<file path="src/rtl/rom_addr_sequencer.sv">
// rtl/rom_addr_sequencer.sv - pattern ROM address sequencer pacing serializer word loads
//
// Steps addr from FIRST_ADDR to LAST_ADDR. Each word gets one load pulse,
// then the block waits for word_done before moving to the next address.
// A single start pulse runs a whole pass. With loop set, the pass repeats.
//
// Optional feature macro: ADDR_SEQ_TIMEOUT_EN. When it is defined, a WAIT
// watchdog of TIMEOUT cycles is added and drives timeout_err.
//
// Ports:
//   clk          rising-edge clock
//   rst          synchronous reset, active-high
//   start        begin a pass (sampled only in IDLE)
//   stop         graceful stop request (sampled only while busy)
//   loop         wrap to FIRST_ADDR after LAST_ADDR (sampled at the LAST_ADDR boundary)
//   word_done    serializer finished current word (honoured only in WAIT)
//   addr         ROM address
//   load         one-cycle pulse, serializer captures ROM data at addr
//   busy         high in LOAD and WAIT
//   pass_done    one-cycle pulse when the word at LAST_ADDR completes
//   word_count   words completed in the current pass
//   timeout_err  sticky watchdog error (always 0 without ADDR_SEQ_TIMEOUT_EN)

module rom_addr_sequencer #(
  parameter int ADDR_W     = 5,
  parameter int FIRST_ADDR = 0,
  parameter int LAST_ADDR  = 31,
  parameter int TIMEOUT    = 64
) (
  input  logic              clk,
  input  logic              rst,
  input  logic              start,
  input  logic              stop,
  input  logic              loop,
  input  logic              word_done,
  output logic [ADDR_W-1:0] addr,
  output logic              load,
  output logic              busy,
  output logic              pass_done,
  output logic [ADDR_W:0]   word_count,
  output logic              timeout_err
);

  typedef enum logic [1:0] {S_IDLE, S_LOAD, S_WAIT} state_t;

  localparam logic [ADDR_W-1:0] FIRST = ADDR_W'(FIRST_ADDR);
  localparam logic [ADDR_W-1:0] LAST  = ADDR_W'(LAST_ADDR);

  state_t              state, state_nx;
  logic [ADDR_W-1:0]   addr_nx;
  logic [ADDR_W:0]     wc_nx;
  logic                stop_pend, stop_pend_nx;
  logic                pd_nx;
  logic                terr_nx;
  logic                tmo_hit;
  logic                stopping;

`ifdef ADDR_SEQ_TIMEOUT_EN
  logic [9:0] tmo_cnt;

  // The counter holds 0 outside WAIT, so it restarts on every WAIT entry.
  // The hit fires at the end of the TIMEOUT-th WAIT cycle that has no word_done.
  assign tmo_hit = (state == S_WAIT) && !word_done && (tmo_cnt == 10'(TIMEOUT - 1));

  always_ff @(posedge clk) begin
    if (rst || state != S_WAIT) begin
      tmo_cnt <= '0;
    end else begin
      tmo_cnt <= tmo_cnt + 10'd1;
    end
  end
`else
  logic unused_tmo;
  assign unused_tmo = |TIMEOUT;
  assign tmo_hit    = 1'b0;
`endif

  // A stop that arrives in the same cycle as word_done applies at that boundary.
  assign stopping = stop_pend || stop;

  always_comb begin
    state_nx     = state;
    addr_nx      = addr;
    wc_nx        = word_count;
    stop_pend_nx = stop_pend;
    pd_nx        = 1'b0;
    terr_nx      = timeout_err;
    case (state)
      S_IDLE: begin
        if (start) begin
          state_nx     = S_LOAD;
          addr_nx      = FIRST;
          wc_nx        = '0;
          stop_pend_nx = 1'b0;
          terr_nx      = 1'b0;
        end
      end
      S_LOAD: begin
        state_nx = S_WAIT;
        if (stop) begin
          stop_pend_nx = 1'b1;
        end
      end
      S_WAIT: begin
        if (word_done || tmo_hit) begin
          // An abandoned word still advances the address, but it is not counted.
          if (word_done) begin
            wc_nx = word_count + (ADDR_W+1)'(1);
          end
          if (tmo_hit) begin
            terr_nx = 1'b1;
          end
          if (addr == LAST) begin
            pd_nx   = 1'b1;
            addr_nx = FIRST;
            if (loop && !stopping) begin
              wc_nx    = '0;
              state_nx = S_LOAD;
            end else begin
              state_nx = S_IDLE;
            end
          end else if (stopping) begin
            addr_nx  = FIRST;
            state_nx = S_IDLE;
          end else begin
            addr_nx  = addr + ADDR_W'(1);
            state_nx = S_LOAD;
          end
        end else if (stop) begin
          stop_pend_nx = 1'b1;
        end
      end
      default: begin
        state_nx = S_IDLE;
      end
    endcase
  end

  // load and busy are taken from the next state. This keeps them registered
  // and aligned with the state they describe.
  always_ff @(posedge clk) begin
    if (rst) begin
      state       <= S_IDLE;
      addr        <= FIRST;
      load        <= 1'b0;
      busy        <= 1'b0;
      pass_done   <= 1'b0;
      word_count  <= '0;
      timeout_err <= 1'b0;
      stop_pend   <= 1'b0;
    end else begin
      state       <= state_nx;
      addr        <= addr_nx;
      load        <= (state_nx == S_LOAD);
      busy        <= (state_nx != S_IDLE);
      pass_done   <= pd_nx;
      word_count  <= wc_nx;
      timeout_err <= terr_nx;
      stop_pend   <= stop_pend_nx;
    end
  end

endmodule

</file>
<file path="config.mk">
export PLATFORM = sky130hd
export DESIGN_NAME = rom_addr_sequencer
export DESIGN_NICKNAME = d
export VERILOG_FILES = /design/src/rtl/rom_addr_sequencer.sv
export SDC_FILE = /design/constraint.sdc
export NUM_CORES = 1
export LEC_CHECK = 0
export BUFFER_PORTS_ARGS = -buffer_cell sky130_fd_sc_hd__buf_4
export CAP_MARGIN = 20
export CORE_ASPECT_RATIO = 0.9
export CORE_MARGIN = 3
export CORE_UTILIZATION = 51
export CTS_CLUSTER_SIZE = 16
export DETAILED_ROUTE_END_ITERATION = 6
export GPL_TIMING_DRIVEN = 1
export PLACE_DENSITY = 0.77
export SLEW_MARGIN = 20
export SYNTH_ARGS = -nofsm -noshare
export SYNTH_HDL_FRONTEND = slang
export SYNTH_SLANG_ARGS = --single-unit
</file>
<file path="constraint.sdc">
create_clock -name clk -period 2.15 [get_ports clk]
set_input_delay 0.215 -clock clk [delete_from_list [all_inputs] [get_ports clk]]
set_output_delay 0.215 -clock clk [all_outputs]
set_load 0.01 [all_outputs]
</file>
Yosys cells after proc, flatten, opt, wreduce, memory -nomap -nowiden
Cells that the tools add are included.
Operators by class
  add/subtract/negate cells: 2
  equal/unequal tests: 7
  mux-type cells: 21
  bitwise operators: 2
  reductions and logical operators: 10
Operators with widths (number)
  $mux 6: 4
  $mux 5: 4
  $pmux 6 s2: 1
  $pmux 5 s2: 1
  $add 6x1->6 const B: 1
  $mux 1: 6
  $mux 2: 3
  $ne 2x2->1 const B: 3
  $pmux 2 s3: 1
  $reduce_and 3->1: 2
  $add 5x1->5 const B: 1
  $eq 5x5->1 const B: 1
  $eq 2x1->1 const B: 2
  $reduce_bool 2->1: 2
  $pmux 1 s3: 1
  $reduce_bool 3->1: 1
  $reduce_or 3->1: 1
  $eq 2x2->1 const B: 1
  $logic_not 2->1: 1
  $not 1->1: 2
  $logic_and 1x1->1: 1
  $logic_not 1->1: 1
  $logic_or 1x1->1: 1
Word-level totals
  flip-flop bits (word level): 17
  output and inout bits: 15
  word-level logic and storage cells: 49

Logic depth before layout (Yosys ltp)
Gate-level depths: netlist of run 1.
  depth after elaboration: 8
  depth in mapped cells: 7
  mapped depth without buffers: 7

Worst setup path after synthesis of run 1
Ideal clock, no wire load.
  kind: reg2reg
  from: register addr[0]
  to: register addr[2]
  setup time: 0.091 ns
  arrival time: 1.893 ns
  required time: 2.059 ns
  slack: 0.166 ns
  cell stages (with the launch flop): 7
  clock period less this slack: 1.984 ns
  cells stage by stage: dfxtp_1 ha_1 and3_1 ha_1 or3_4 or3b_1 a311oi_1
On the way
  cells in the longest elaborated chain, start to end: 5
  elaborated cells on any way between the ends: 6
Ends and longest elaborated chain
  start, declared: RTL line 36  | output logic [ADDR_W-1:0] addr,
  start signal, assigned: RTL line 153  | addr <= addr_nx;
  $add 5x1->5: RTL line 126  | addr_nx = addr + ADDR_W'(1);
  $mux 5: RTL line 122  | end else if (stopping) begin
  $mux 5 *: RTL line 113  | if (addr == LAST) begin
  $mux 5 *: RTL line 105  | if (word_done || tmo_hit) begin
  $pmux 5 s2 *: RTL line 88  | case (state)
Mark *: on every way between the ends. The rest lies on a longest branch, timed or not. The select of a mux whose other input is x is not followed.
A chain may end at the register's enable or synchronous reset.

Worst setup path in the final report of run 1
  from: register addr[0]
  to: register addr[3]
The elaborated chain is that of the path after synthesis.

==> results of run 1 <==
==> state kept, by name, indices dropped and copies added, names as in the netlist <==
signal      flops
addr            5
stop_pend       1
word_count      6
pass_done       1
busy            1
state           2
load            1
==> timing repair <==
| item | 4_1_cts | 5_1_grt |
|---|---|---|
| setup buffers | 0 | 4 |
| endpoints found under the setup margin | 0 | 7 |
| gates resized for setup | 0 | 5 |
==> cell type report <==
class / count / area, um2
multi-input cells: 66 / 508
fillers: 128 / 420
flip-flops and latches: 17 / 343
repair buffers: 23 / 173
well taps: 22 / 27.5
clock buffers: 4 / 26.3
inverters: 4 / 15.0
==> placed cells by master (no fill, tap or decap), drive strengths merged, types with 2 or more instances in the layout <==
cell    synthesis  final
clkbuf          2      4
nor2            8      8
a41oi           3      3
nand3           3      3
a211oi          2      2
a22oi           3      3
nor2b           2      2
and3            2      2
nand2           5      5
a311oi          7      7
nor3            4      4
buf             1     23
ha              7      7
dfxtp          17     17
nand2b          5      5
inv             4      4
a21oi           4      4
==> critical path: stages, from the launching register on <==
cell	delay [ns]
dfxtp_2	0.36
ha_1	0.22
and3_1	0.19
ha_2	0.19
or3_4	0.35
nor3_4	0.30
nand2_1	0.12
a311oi_2	0.27
==> worst max-delay path by stage <==
| stage | start | cells after the start | to |
|---|---|---|---|
| after floorplan | addr[0] | 6 | addr[2] |
| after global placement | addr[0] | 7 | addr[3] |
| final | addr[0] | 7 | addr[3] |
| after detailed placement | addr[0] | 7 | word_count[4] |
| after global routing | addr[0] | 7 | addr[3] |
| after CTS | addr[0] | 7 | word_count[4] |
==> cells by family after synthesis <==
kind of cell / after synthesis / share of synthesized area
AOI/OAI and AO/OA: 23 / 0.205
adders and majority gates: 7 / 0.102
buffers and inverters: 7 / 0.0348
DFF: 17 / 0.395
muxes: 1 / 0.0116
other: 1 / 0.00435
and+or+nand+nor: 34 / 0.248
==> through the flow <==
stage | cells | utilization
floorplan | 90 | -
detailed placement | 128 | 0.672
global route | 136 | 0.722
finish | 136 | 0.722
CTS | 132 | 0.690
global placement | 128 | 0.672
==> routing by layer <==
layer | part of all wire | wire length (um)
met4 | 0.015 | 28
met1 | 0.47 | 904
met3 | 0.052 | 99
met5 | 0 | 0
met2 | 0.46 | 889
==> power by group <==
part | switching (mW) | total, mW | internal [mW]
Sequential | 0.0106 | 0.340 | 0.330
Clock | 0.0957 | 0.168 | 0.0722
Combinational | 0.0858 | 0.142 | 0.0562
==> reports/results.txt, run 1 <==
Outcome = complete, no violations
Initial antenna violation count = 0
Pin count of the biggest net entering global routing = 18
Setup crit start kind = flop
RSZ-0062 raised after global routing = true
Setup TNS = 0 ns
Mean Syn Cell Area = 9.58 um2
Total CTS buffers = 3
Setup CP Type = reg2reg
Routed via count = 775
Synth-to-layout area growth = 26.7%
Die width = 49.3 um
Met3 usage = 0.0627
Initial DRC count = 11
Hold-fix buffers, CTS = 0
Max Cap Violations = 0
Max VDD drop = 0.438 mV
RD Place Congestion = 0.836
# setup viols final = 0
1st-pass router iterations = 4
Final nets = 128
Min-Delay Path Class = in2reg
Worst slew margin = 0.636
Met2 Usage GRT = 0.302
Layout cells sized above 1 = 0.316
Arr. time, crit path = 2.28 ns
Final setup skew = 0.00211 ns
Cell variety after synth = 30
Core footprint = 0.00151 mm2
Ys flop type = dfxtp_1
Overflow after GRT = 0
Top Ports = 21
EDFF count, synth = 0
Fin area = 0.00109 mm2
Post-DP HPWL = 1270 um
FP Rows = 13
Worst R2R Path Depth = 7
Met1 usage = 0.235
Worst r2r dst = addr[3]
Final worst slack = 0.0731 ns
Post-Synthesis Cells = 90
Post-DP Area = 0.00102 mm2
Leak = 0.440 nW
Clock transition at path regs = 0.09 ns
Worst Hold Launch = rst
Htree depth = 1
Hold path cells = 2
Synthesis Warnings = 0
Max Slew Vio Count = 0
Post-Synthesis Cell Area = 862 um2
PD cells = 595 mW/mm2
CP max FO = 6
Initial Utilization = 0.570
Number of global-route vias before repair = 735
Max Fclk = 481 MHz
Ant. Diodes = 0
Synth top area cells = dfxtp_1 39%, ha_1 10%, a311oi_1 7.1%
Post-synth ARST share = 0
Syn_nets = 103
Top cell type's share of synthesized area = 0.395
DR DRC count = 0
Root buffer cell = clkbuf_4
Cell taking the most area after synthesis = dfxtp_1
Maximum root-to-sink buffer count = 2
Seq/Total Area, Yosys = 0.395
Clk_lat worst skew = 0.29 ns
Die area = 0.00222 mm2
Crit. End Element = flop
Hold endpoint = addr[1]
R2r setup slk = 0.07 ns
Final hold violation count = 0
Grt peak-use layer = met2
Total GRT Usage = 0.189
IO Port Bufs = 19
Crit share post-route = 0.966
First-pass GRT wire length = 3150 um
Pre-CTS WS = 0.103 ns
Cell with the most instances after synthesis = dfxtp_1
Vias per inst = 5.70
Slew at the pin with the worst max-slew slack = 0.545 ns
Required time worst endpoint = 2.36 ns
Seq cells post-synth = 17
Top cells by instance count after synthesis = 17 x dfxtp_1, 8 x nor2_1, 7 x a311oi_1, 7 x ha_1, 5 x nand2b_1
Die Y = 45.0 um
Antenna-violating nets left = 0
RR Startpoint = addr[0]
Final Power = 0.650 mW
CTS tree = yes
Final hold slack = 0.230 ns
Num Clock Sinks = 17
Average wire per standard cell = 14.1 um
DRT Wirelength = 1920 um
Post-layout min period = 2.08 ns
Note: power is estimated with default switching activity, not from simulation.
==> run 2, diff against run 1 <==
--- a/config.mk
+++ b/config.mk
@@ -14,6 +14,7 @@
 export DETAILED_ROUTE_END_ITERATION = 6
 export GPL_TIMING_DRIVEN = 1
 export PLACE_DENSITY = 0.77
+export REMOVE_ABC_BUFFERS = 1
 export SLEW_MARGIN = 20
 export SYNTH_ARGS = -nofsm -noshare
 export SYNTH_HDL_FRONTEND = slang
==> run 2 against run 1 <==
Effect of this change: final cell count fell by 1.5%; final area fell by 2.9%; core utilization down 2.1 points; hold slack worse by 0.019 ns; critical path depth is 1 lower; sequential power hardly changed; global-route usage is 2.2 points lower; largest power group unchanged; highest routed layer unchanged.
==> reports/results.txt, run 2 (synthesis results as in run 1) <==
Crit path top cell by count = ha_1
Clk_lat worst skew = 0.29 ns (about the same)
Setup crit start kind = flop
Combinational share of power = 0.210 (-0.008)
Htree depth = 1 (unchanged)
Sw Pwr = 0.192 mW (about the same)
Commonest non-fill, non-tap cells in the layout = 21 x buf_4, 17 x dfxtp_1, 8 x nor2_1
DRT Wirelength = 1740 um (-9.4%)
Layout cells sized above 1 = 0.268 (-0.0479)
DR DRC count = 0 (unchanged)
Initial antenna violation count = 0 (unchanged)
# setup viols final = 0 (unchanged)
Largest regs = word_count x6, addr x5, state x2
Max Slew Vio Count = 0 (unchanged)
Die width = 49.3 um (unchanged)
Required time worst endpoint = 2.36 ns (about the same)
Final hold violation count = 0 (unchanged)
Final nets = 126 (-1.6%)
Setup TNS = 0 ns (unchanged)
Crit. End Element = flop
Hold-fix buffers, CTS = 0 (unchanged)
Worst-path cell chain = ha_1, and3_1, ha_1, or3_4, or3b_1, a311oi_1
Max Cap Violations = 0 (unchanged)
CTS tree = yes
Commonest non-fill, non-tap cell in the layout = buf_4
Total CTS buffers = 3 (unchanged)
Maximum root-to-sink buffer count = 2 (unchanged)
Max VDD drop = 0.455 mV (+3.8%)
Min-Delay Path Class = in2reg
Antenna-violating nets left = 0 (unchanged)
Average wire per standard cell = 13.0 um (-8.1%)
Final Power = 0.646 mW (-0.62%)
IO Port Bufs = 19 (unchanged)
Sequential share of power = 0.527 (+0.004)
Critical path buffer and inverter count = 0 (unchanged)
Filler cells = 116 (-9.4%)
Pin count of the biggest net entering global routing = 18 (unchanged)
RD Place Congestion = 0.763 (-8.7%)
Critical path's slowest cell = or3b_1
Num Clock Sinks = 17 (unchanged)
Clk pwr share = 0.263 (+0.005)
First-pass GRT wire length = 2800 um (-11%)
1st-pass router iterations = 4 (unchanged)
Leak = 0.432 nW (-1.8%)
Crit share post-route = 0.960 (-0.00573)
Setup CP Type = reg2reg
Post-layout min period = 2.06 ns (-0.0123 ns)
CP max FO = 5 (-1)
Number of global-route vias before repair = 655 (-11%)
Post-DP HPWL = 1230 um (-3.3%)
Worst stage delay on the critical path = 0.38 ns (+0.02 ns)
Ant. Diodes = 0 (unchanged)
Max reg flops = 6 (unchanged)
Top Ports = 21 (unchanged)
Max Fclk = 484 MHz (+0.60%)
Die Y = 45.0 um (unchanged)
Initial Utilization = 0.570 (unchanged)
Routed via count = 759 (-2.1%)
Core footprint = 0.00151 mm2 (unchanged)
Internal Power = 0.454 mW (-0.90%)
Synth-to-layout area growth = 23.1%
Final setup skew = 0.00317 ns (+0.00106 ns)
Total GRT Usage = 0.167 (-0.0224)
Overflow after GRT = 0 (unchanged)
Clock transition at path regs = 0.10 ns (about the same)
Vias per inst = 5.66 (-0.60%)
FP Rows = 13 (unchanged)
Outcome = complete, no violations
Root buffer cell = clkbuf_4
Arr. time, crit path = 2.28 ns (about the same)
Largest Register = word_count
CP top delay family = simple AND/OR/NAND/NOR gates
Initial DRC count = 21 (+10)
Die area = 0.00222 mm2 (unchanged)
Sw Share = 0.297 (+0.00203)
PD cells = 609 mW/mm2 (+2.3%)
==> run 2: changes by cell type in the layout (fill, tap and decap cells not counted), sizes merged <==
| cell | change |
|---|---|
| clkbuf | -1 |
| clkinv | +1 |
| buf | -2 |
==> run 2: power by group through the flow <==
stage          clock network (mW)  registers, mW  logic, mW
2_1_floorplan                   0          0.349     0.0865
3_3_place_gp                    0          0.347      0.131
3_5_place_dp                    0          0.347      0.132
4_1_cts                     0.181          0.340      0.133
5_1_grt                     0.192          0.343      0.151
6_report                    0.170          0.341      0.136
==> run 2: routing by layer <==
layer,track usage,part of all wire,vias to the layer above
met1,0.213,0.48,353
met4,0.0682,0.013,0
met2,0.267,0.46,17
met3,0.0495,0.051,4
li1,-,-,385
met5,0,0,-
==> run 2: layout make-up <==
cell class                      instances  area [um2]  area share
Multi-Input combinational cell         66         493       0.465
Sequential cell                        17         340       0.321
Timing Repair Buffer                   21         158       0.149
Tap cell                               22        27.5      0.0259
Clock buffer                            3        22.5      0.0212
Inverter                                4        15.0      0.0142
Clock inverter                          1        5.00     0.00472
==> run 2: what timing repair did <==
action | 4_1_cts | 5_1_grt
buffers inserted | 0 | 2
gates resized for setup | 0 | 1
setup endpoints to repair | 0 | 4
==> run 2: through the flow <==
step | worst slack [ns] | util | area, um2 | hold slack, ns | instances
finish | 0.0855 | 0.701 | 1060 | 0.211 | 134
global route | -0.00492 | 0.701 | 1060 | 0.210 | 134
floorplan | 0.166 | - | 847 | 0.287 | 87
global placement | 0.159 | 0.672 | 1020 | 0.473 | 128
CTS | 0.0630 | 0.691 | 1040 | 0.205 | 132
detailed placement | 0.0917 | 0.672 | 1020 | 0.493 | 128
==> run 2: path summary, 6_finish.rpt <==
path	slack, ns	to	startpoint	depth (start not counted)
min	0.21	word_count[3]	rst	2
min reg2reg	0.51	word_count[5]	word_count[5]	1
max reg2reg	0.09	addr[2]	addr[0]	6
max	0.09	addr[2]	addr[0]	6
==> run 2: worst reg2reg max path: stages, from the launching register on <==
cell and delay (ns):
dfxtp_1 0.36, ha_1 0.24, and3_1 0.19, ha_1 0.21, or3_4 0.36, or3b_1 0.38, a311oi_1 0.25
==> run 3, diff against run 2 <==
==> constraint.sdc (replaced) <==
create_clock -name clk -period 2.2 [get_ports clk]
set_input_delay 0.22 -clock clk [delete_from_list [all_inputs] [get_ports clk]]
set_output_delay 0.22 -clock clk [all_outputs]
set_load 0.01 [all_outputs]
==> run 3 against run 2 <==
Effect of this change: non-clock buffer count shrank 2; worst setup slack gained 0.037 ns; clock power is essentially flat; core utilization shrank 1.1 points; register-to-register slack gained 0.04 ns; critical path depth grew 1; wire length shrank 1.8%; critical endpoint is now word_count[5]; largest power group unchanged.
==> reports/results.txt, run 3 (synthesis results as in run 1) <==
Htree depth = 1 (unchanged)
Initial DRC count = 10 (-52%)
FP Rows = 13 (unchanged)
Arr. time, crit path = 2.28 ns (about the same)
Required time worst endpoint = 2.41 ns (+0.05 ns)
Post-DP HPWL = 1250 um (+1.4%)
Setup TNS = 0 ns (unchanged)
Worst Hold Launch = rst
Final Power = 0.632 mW (-2.2%)
Outcome = complete, no violations
Crit. End Element = flop
Synth-to-layout area growth = 21.2%
Max Fclk = 481 MHz (-0.61%)
Die width = 49.3 um (unchanged)
Pin count of the biggest net entering global routing = 18 (unchanged)
DRT Wirelength = 1710 um (-1.8%)
Total CTS buffers = 3 (unchanged)
RSZ-0062 raised after global routing = false
Commonest non-fill, non-tap cell in the layout = buf_4
First-pass GRT wire length = 2730 um (-2.5%)
Initial Utilization = 0.570 (unchanged)
Setup crit start kind = flop
Overflow after GRT = 0 (unchanged)
Num Clock Sinks = 17 (unchanged)
CTS tree = yes
Total GRT Usage = 0.163 (-0.00434)
RD Place Congestion = 0.763 (about the same)
CP Capture Point = word_count[5]
Root buffer cell = clkbuf_4
Max Cap Violations = 0 (unchanged)
Final hold violation count = 0 (unchanged)
Routed via count = 732 (-3.6%)
Min-Delay Path Class = in2reg
Crit share post-route = 0.944 (-0.0161)
Postcts setup bufs = 0 (unchanged)
PD cells = 605 mW/mm2 (-0.67%)
Pre-CTS WS = 0.145 ns (+0.0532 ns)
Clock transition at path regs = 0.10 ns (about the same)
Hold-fix buffers, CTS = 0 (unchanged)
IO Port Bufs = 19 (unchanged)
Die Y = 45.0 um (unchanged)
Final worst slack = 0.123 ns (+0.0374 ns)
Crit. Startpoint = addr[0]
Max reg flops = 6 (unchanged)
Antenna-violating nets left = 0 (unchanged)
Largest regs = word_count x6, addr x5, state x2
Final hold slack = 0.226 ns (+0.0153 ns)
Final setup skew = 0.00167 ns (-0.00150 ns)
Top Ports = 21 (unchanged)
Initial antenna violation count = 0 (unchanged)
Setup CP Type = reg2reg
Post-layout min period = 2.08 ns (+0.0126 ns)
R2r setup slk = 0.12 ns (+0.04 ns)
Number of global-route vias before repair = 663 (+1.2%)
DR DRC count = 0 (unchanged)
Max VDD drop = 0.434 mV (-4.6%)
Core footprint = 0.00151 mm2 (unchanged)
CP max FO = 7 (+2)
Worst r2r dst = word_count[5]
Max Slew Vio Count = 0 (unchanged)
Final nets = 124 (-1.6%)
Leak = 0.418 nW (-3.2%)
Commonest non-fill, non-tap cells in the layout = 19 x buf_4, 17 x dfxtp_1, 8 x nor2_1
Die area = 0.00222 mm2 (unchanged)
1st-pass router iterations = 4 (unchanged)
Vias per inst = 5.55 (-2.1%)
Average wire per standard cell = 12.9 um (-0.35%)
RR Startpoint = addr[0]
Worst R2R Path Depth = 7 (+1)
Largest Register = word_count
Maximum root-to-sink buffer count = 2 (unchanged)
# setup viols final = 0 (unchanged)
Clk_lat worst skew = 0.29 ns (about the same)
Ant. Diodes = 0 (unchanged)
Layout cells sized above 1 = 0.245 (-0.0224)
Fin util = 0.691 (-0.0108)
==> run 3: cell types whose count changed in the layout (fill, tap and decap cells not counted) <==
cell and change:
buf_4 -2, clkbuf_1 +1, clkinv_2 -1
==> run 3: where the power goes <==
part / internal, mW / switching [mW] / total (mW)
sequential: 0.322 / 0.0101 / 0.332
combinational: 0.0527 / 0.0791 / 0.132
clock: 0.0706 / 0.0973 / 0.168
total: 0.445 / 0.186 / 0.632
==> run 3: timing repair <==
item,4_1_cts,5_1_grt
endpoints found under the hold margin,0,0
resized for setup,0,1
setup endpoints to repair,0,1
==> run 3: stage by stage <==
stage	instance area [um2]	cells
6_report	1040	132
5_1_grt	1040	132
4_1_cts	1040	132
3_5_place_dp	1020	128
3_3_place_gp	1020	128
2_1_floorplan	847	87
==> run 3: layout make-up <==
| class | instances | area, um2 |
|---|---|---|
| multi-input cells | 66 | 493 |
| fillers | 131 | 468 |
| flip-flops and latches | 17 | 340 |
| repair buffers | 19 | 143 |
| well taps | 22 | 27.5 |
| clock buffers | 4 | 26.3 |
| inverters | 4 | 15.0 |
==> run 3: how the worst min path moves through the flow <==
stage	slack (ns)	to	depth (start not counted)
2_1_floorplan	0.29	addr[2]	1
3_3_place_gp	0.47	word_count[5]	1
3_5_place_dp	0.49	word_count[5]	1
4_1_cts	0.22	word_count[3]	2
5_1_grt	0.21	addr[0]	2
6_report	0.23	word_count[2]	2
==> run 3: worst max-delay path: stages (launching register included) <==
cell,delay [ns]
dfxtp_1,0.36
ha_1,0.23
and3_1,0.19
ha_1,0.21
and4bb_2,0.27
nor3_4,0.30
a41oi_1,0.16
a311oi_1,0.26
==> run 3: metal layers <==
metal | up-vias | routed length [um] | GRT usage
met5 | - | 0 | 0
met4 | 0 | 13 | 0.0682
met3 | 2 | 102 | 0.0594
met2 | 20 | 765 | 0.267
met1 | 327 | 827 | 0.194
li1 | 383 | - | -
